[src/rtl/array_mem_pkg.sv]
// Shared definitions for the array_mem register-file block.
// Holds the default geometry, the 7-segment digit codes (active-high,
// bit order {g,f,e,d,c,b,a}) and the rw encoding.
package array_mem_pkg;

  localparam int unsigned WIDTH     = 4;
  localparam int unsigned REG_NUM   = 8;
  localparam int unsigned ADDR_BITS = 3;
  localparam int unsigned SEG_W     = 7;

  localparam logic [SEG_W-1:0] SEG_0 = 7'h3F;
  localparam logic [SEG_W-1:0] SEG_1 = 7'h06;
  localparam logic [SEG_W-1:0] SEG_2 = 7'h5B;
  localparam logic [SEG_W-1:0] SEG_3 = 7'h4F;
  localparam logic [SEG_W-1:0] SEG_4 = 7'h66;
  localparam logic [SEG_W-1:0] SEG_5 = 7'h6D;
  localparam logic [SEG_W-1:0] SEG_6 = 7'h7D;
  localparam logic [SEG_W-1:0] SEG_7 = 7'h07;
  localparam logic [SEG_W-1:0] SEG_8 = 7'h7F;
  localparam logic [SEG_W-1:0] SEG_9 = 7'h6F;
  localparam logic [SEG_W-1:0] SEG_A = 7'h77;
  localparam logic [SEG_W-1:0] SEG_B = 7'h7C;
  localparam logic [SEG_W-1:0] SEG_C = 7'h39;
  localparam logic [SEG_W-1:0] SEG_D = 7'h5E;
  localparam logic [SEG_W-1:0] SEG_E = 7'h79;
  localparam logic [SEG_W-1:0] SEG_F = 7'h71;

  localparam logic RW_WRITE = 1'b0;
  localparam logic RW_READ  = 1'b1;

endpackage

[src/rtl/seg7_decoder.sv]
// Hex digit to 7-segment decoder, purely combinational, active-high.
// Ports:
//   digit  in  WIDTH  hex value 0-F
//   seg_c  out 7      segments {g,f,e,d,c,b,a}, bit0 = a
module seg7_decoder
  import array_mem_pkg::*;
(
  input  logic [WIDTH-1:0] digit,
  output logic [SEG_W-1:0] seg_c
);

  always_comb begin
    seg_c = SEG_0;
    case (digit)
      4'h0: seg_c = SEG_0;
      4'h1: seg_c = SEG_1;
      4'h2: seg_c = SEG_2;
      4'h3: seg_c = SEG_3;
      4'h4: seg_c = SEG_4;
      4'h5: seg_c = SEG_5;
      4'h6: seg_c = SEG_6;
      4'h7: seg_c = SEG_7;
      4'h8: seg_c = SEG_8;
      4'h9: seg_c = SEG_9;
      4'hA: seg_c = SEG_A;
      4'hB: seg_c = SEG_B;
      4'hC: seg_c = SEG_C;
      4'hD: seg_c = SEG_D;
      4'hE: seg_c = SEG_E;
      4'hF: seg_c = SEG_F;
      default: seg_c = SEG_0;
    endcase
  end

endmodule

[src/rtl/array_mem.sv]
// 8-word x 4-bit register-file memory with a 7-segment readout of the
// last word read.
// Ports:
//   clock    in   1          rising-edge clock
//   reset    in   1          asynchronous active-high reset
//   data_in  in   WIDTH      write data
//   address  in   ADDR_BITS  word select for read and write
//   rw       in   1          0 = write, 1 = read
//   ensure   in   1          operation enable; 0 = hold
//   led_out  out  7          segment drive {g,f,e,d,c,b,a}
// Configuration macro SEG_ACTIVE_LOW_EN: when defined, led_out is
// inverted for common-anode displays.
module array_mem
  import array_mem_pkg::*;
(
  input  logic                 clock,
  input  logic                 reset,
  input  logic [WIDTH-1:0]     data_in,
  input  logic [ADDR_BITS-1:0] address,
  input  logic                 rw,
  input  logic                 ensure,
  output logic [SEG_W-1:0]     led_out
);

  logic [WIDTH-1:0] mem [0:REG_NUM-1];
  logic [WIDTH-1:0] disp;
  logic [SEG_W-1:0] seg;

  // Storage: rw picks exactly one of write or read per enabled edge.
  always_ff @(posedge clock or posedge reset) begin
    if (reset) begin
      for (int i = 0; i < int'(REG_NUM); i++) begin
        mem[i] <= '0;
      end
    end else if (ensure && (rw == RW_WRITE)) begin
      mem[address] <= data_in;
    end
  end

  // Display register: captures the word on a read.
  always_ff @(posedge clock or posedge reset) begin
    if (reset) begin
      disp <= '0;
    end else if (ensure && (rw == RW_READ)) begin
      disp <= mem[address];
    end
  end

  seg7_decoder u_seg7_decoder (
    .digit (disp),
    .seg_c (seg)
  );

  // Decoded straight from the registered disp, so led_out only changes
  // once per clock or on reset.
`ifdef SEG_ACTIVE_LOW_EN
  assign led_out = ~seg;
`else
  assign led_out = seg;
`endif

endmodule

[config.mk]
export PLATFORM = sky130hd
export DESIGN_NAME = array_mem
export DESIGN_NICKNAME = d
export VERILOG_FILES = /design/src/rtl/array_mem_pkg.sv /design/src/rtl/seg7_decoder.sv /design/src/rtl/array_mem.sv
export SDC_FILE = /design/constraint.sdc
export NUM_CORES = 1
export LEC_CHECK = 0
export CORE_AREA = 2 2 71 73
export DETAILED_ROUTE_END_ITERATION = 10
export DIE_AREA = 0 0 73 75
export GPL_TIMING_DRIVEN = 0
export PLACE_DENSITY = 0.66
export SETUP_SLACK_MARGIN = 0.3
export SYNTH_ARGS = -nofsm -noshare
export SYNTH_HDL_FRONTEND = slang
export SYNTH_SLANG_ARGS = --single-unit
[constraint.sdc]
create_clock -name clock -period 1.89 [get_ports clock]
set_clock_uncertainty 0.05 [all_clocks]
set_input_delay 0.4725 -clock clock [delete_from_list [all_inputs] [get_ports clock]]
set_output_delay 0.4725 -clock clock [all_outputs]
set_load 0.02 [all_outputs]
== After elaboration in Yosys (flattened, before gate mapping) ==
Memories as Yosys holds them, arrays and structs flattened.
Index checks and enable logic that the tools add are counted.
W data, S select, Z words.

* Register bits: 36
* ROM bits: 112
* Output and inout port bits: 7
* Logic and storage cells: 23
* Memories: 1

{| class="wikitable"
|+ Memories
! name !! words !! bits a word !! read ports !! clocked after memory_dff !! write ports !! line !! RTL
|-
| (name not given) || 16 || 7 || 1 || 0 || 0 || seg7_decoder.sv:14 || <nowiki>case (digit)</nowiki>
|}

* Magnitude comparators: 2
* Mux-type cells: 6
* Bitwise logic cells: 2
* Reduce and logical (&&, ||, !) cells: 3

{| class="wikitable"
|+ Operator list
! kind !! number
|-
| $bwmux W32 || 1
|-
| $bmux W4 S3 || 1
|-
| $demux W4 S3 || 1
|-
| $mux W4 || 3
|-
| $ge A4 B4 Y1 const B || 1
|-
| $lt A4 B1 Y1 const B || 1
|-
| $not A3 Y4 || 1
|-
| $logic_and A1 B1 Y1 || 3
|-
| $not A1 Y1 || 1
|}

== Logic depth before layout (Yosys ltp) ==
* Depth in word-level cells: 6
* Depth in mapped cells: 5
* Depth with buffers taken out: 5

== By module ==
A second synthesis with hierarchy kept.

* Cells, all modules: 157
* Area total of the unflattened synthesis: 2006.9 um2

{| class="wikitable"
|+ By module, submodules not included
! module !! instances !! cells an instance !! area an instance (um2) !! seq. area each (um2)
|-
| array_mem || 1 || 124 || 1719.1 || 900.9
|-
| seg7_decoder || 1 || 33 || 287.8 || 0.0
|}

== Worst setup path before layout ==
OpenSTA, ideal clock, no wires.

* Path kind: register to output
* Start: register disp[1]
* End: output led_out[3]
* Arrival: 1391 ps
* Setup slack: -23 ps
* Stages on the path, launching flop included: 6
* Path buffers: 0
* Path through: dfrtp_1 -> inv_1 -> ha_1 -> inv_1 -> mux4_2 -> inv_1

* Longest elaborated chain between the ends: 1

{| class="wikitable"
|+ RTL lines
! item !! line !! RTL
|-
| start, declared || array_mem.sv:26 || <nowiki>logic [WIDTH-1:0] disp;</nowiki>
|-
| start signal, assigned || array_mem.sv:45 || <nowiki>disp <= mem[address];</nowiki>
|-
| $mem_v2 Z16 W7 || -- ||
|-
| end, declared || array_mem.sv:22 || <nowiki>output logic [SEG_W-1:0] led_out</nowiki>
|}

No other way between the ends.

== Worst setup path after layout ==
* Start: register disp[0]
* End: output led_out[3]

Same word-level chain as after synthesis.

==> results.txt <==
Post-Syn Area: 1960 um^2
# setup viols final: 7
Critical path required time: 1.37 ns
Avg Inst Size Synth: 12.6 um^2
CP Launch Type: register
Status: finished, violations left
I/O pin count: 18
Hold Crit Class: reg2reg
First-pass GRT wire length: 6690 um
Nets: 213
Max-cap violations: 0
Fmax: 0.448 GHz
Synth Register Bits: 36
Drt pass-1 iters: 4
Most numerous cell in the Yosys netlist: dfrtp_1
Die area: 5480 um^2
# diodes: 0
Avg WL per Cell: 16.6 um
Post-synth top area share: 46.1%
Total gr overflow: 0
Endpoints failing hold: 0
Vias in the first global route: 1,400
Total CTS buffers: 5
Cell area after placement: 2240 um^2
Tot GR Track Use: 16.6%
CTS Hold Bufs: 0
Clock Sinks: 36
Crit path kind: reg2out
Vias post-DR: 1,323
Height of the chip: 75 um
Antenna viol nets, final: 0
Final TNS setup: -1.18 ns
CP Cell Sequence: buf_4 -> ha_2 -> mux4_2 -> inv_2 -> buf_6
Port Buf Inserts: 16
Worst Path Max Fanout: 3
Die W: 73 um
Post-route setup slack: -0.342 ns
Synth top cells by count: dfrtp_1 (36), mux2_1 (31), mux2i_1 (17)
Worst Path Arrival: 1.71 ns
Ys async rst share: 100%
Post-synth cell types: 27
Post-synth EDFFs: 0
Synth area leader: dfrtp_1
RSZ-0062 raised after global routing: yes
Fill cells: 356
# rows: 25
Pleak: 0.00118 uW
Final Cycle Share: 118%
Total wire length: 4160 um
CTS max path bufs: 2
H-tree levels: 2
Mapped Nets: 173
Vias per cell: 5.29
Gpl congestion: 0.881
Failing checks: negative setup slack
Share of layout cells above drive strength 1: 39.8%
CTS tree: done
Final Power: 2610 uW
Clock transition at path regs: 0.07 ns
Worst-Margin Slew: 0.777 ns
Crit-path slowest cell: mux4_2
Register area share after synthesis: 46.1%
Maximum vdd drop: 0.531 mV
Yosys warning count: 0
CP top delay family: multiplexers
Final instance area: 2650 um^2
Clock Root Buffer: clkbuf_8
Largest net degree at the start of global routing: 37
HPWL Detailed: 2880 um
Worst-Skew Late Latency: 0.29 ns
Layout area overhead: 35.3%
Post-synth top flop: dfrtp_1
DRC viols: 0
CP Buf/Inv Count: 3
Worst Hold Slack: 0.437 ns
Tmin final: 2.23 ns
Syn Inst Count: 155
Antenna violations before repair: 0
Final slew viol count: 0
Critical Path Sink Type: output port
Initial Util: 42.0%
Pwr dens: 986 nW/um^2
Top cells by area, synth: dfrtp_1 (46%), mux2_1 (18%), mux2i_1 (8.7%)
Core box area: 4660 um^2
CP peak stage delay: 0.47 ns
DRT iter0 DRCs: 31
Slew margin rel.: 48.1%
## stage by stage
| step | instances | utilization, % | setup slack, ns |
|---|---|---|---|
| 4_1_cts | 245 | 53.4 | -0.324 |
| 5_1_grt | 250 | 56.8 | -0.385 |
| 3_5_place_dp | 225 | 48.0 | -0.592 |
| 3_3_place_gp | 225 | 48.0 | -0.559 |
| 6_report | 250 | 56.8 | -0.342 |
| 2_1_floorplan | 155 | - | 0.0362 |
## kinds of logic after synthesis
| kind of cell | count (synthesis) | share of synthesized area [%] |
|---|---|---|
| AOI/OAI and AO/OA | 15 | 3.90 |
| adders and majority gates | 7 | 4.48 |
| buffers and inverters | 17 | 4.67 |
| DFF | 36 | 46.1 |
| muxes | 54 | 32.9 |
| and+or+nand+nor | 26 | 8.00 |
## routing by layer
layer  vias up  wire (um)  track usage (%)  share of wire [%]
met1       653       1750             18.2                 42
met4         0         43             7.20                1.0
met2        29       2220             30.5                 53
met5         -          0                0                  0
met3         6        143             4.02                3.4
li1        635          -                -                  -
## cell type report
type                    instances  area (um^2)  area share, %
clock buffers                   8         90.1           3.41
repair buffers                 33          314           11.9
well taps                      54         67.6           2.55
multi-input cells             102         1140           43.1
flip-flops and latches         36          903           34.2
inverters                       8         36.3           1.37
plain buffers                   9         92.6           3.50
## power by group
group	internal, uW	switching, uW
sequential	950	108
clock	297	260
combinational	529	464
total	1780	831
## timing repair
item,in CTS,in global routing
pin swaps,3,9
gates resized for setup,60,32
endpoints found under the setup margin,79,18
buffers inserted,12,5
## registers in the layout, summed over array words and instances, names as in the netlist
| signal | count |
|---|---|
| disp | 4 |
| mem | 32 |
## final timing paths
check / from / to / slack (ns) / cells past startpoint
setup / recovery: disp[0] / led_out[3] / -0.34 / 5
hold / removal: mem[11] / mem[11] / 0.44 / 1
setup reg to reg: mem[12] / disp[0] / 0.67 / 3
hold reg to reg: mem[11] / mem[11] / 0.44 / 1
max in group asynchronous: reset / disp[1] / 0.71 / 2
min in group asynchronous: reset / mem[22] / 0.61 / 2
## cell usage in the layout (no fill, tap or decap), types with 3 or more instances in the layout
master and instances:
inv_2 4, mux2i_1 16, buf_12 3, o21ai_1 3
nand2_1 3, nor3b_4 4, o21ai_2 3, nor2_1 6
dlygate4sd2_1 3, clkbuf_8 6, clkdlybuf4s50_1 5, buf_4 17
mux2_1 30, buf_6 9, mux4_2 5, ha_4 5
dfrtp_1 34, a21oi_2 3, a21oi_1 4
No activity file was read; power rests on OpenSTA's default activity.
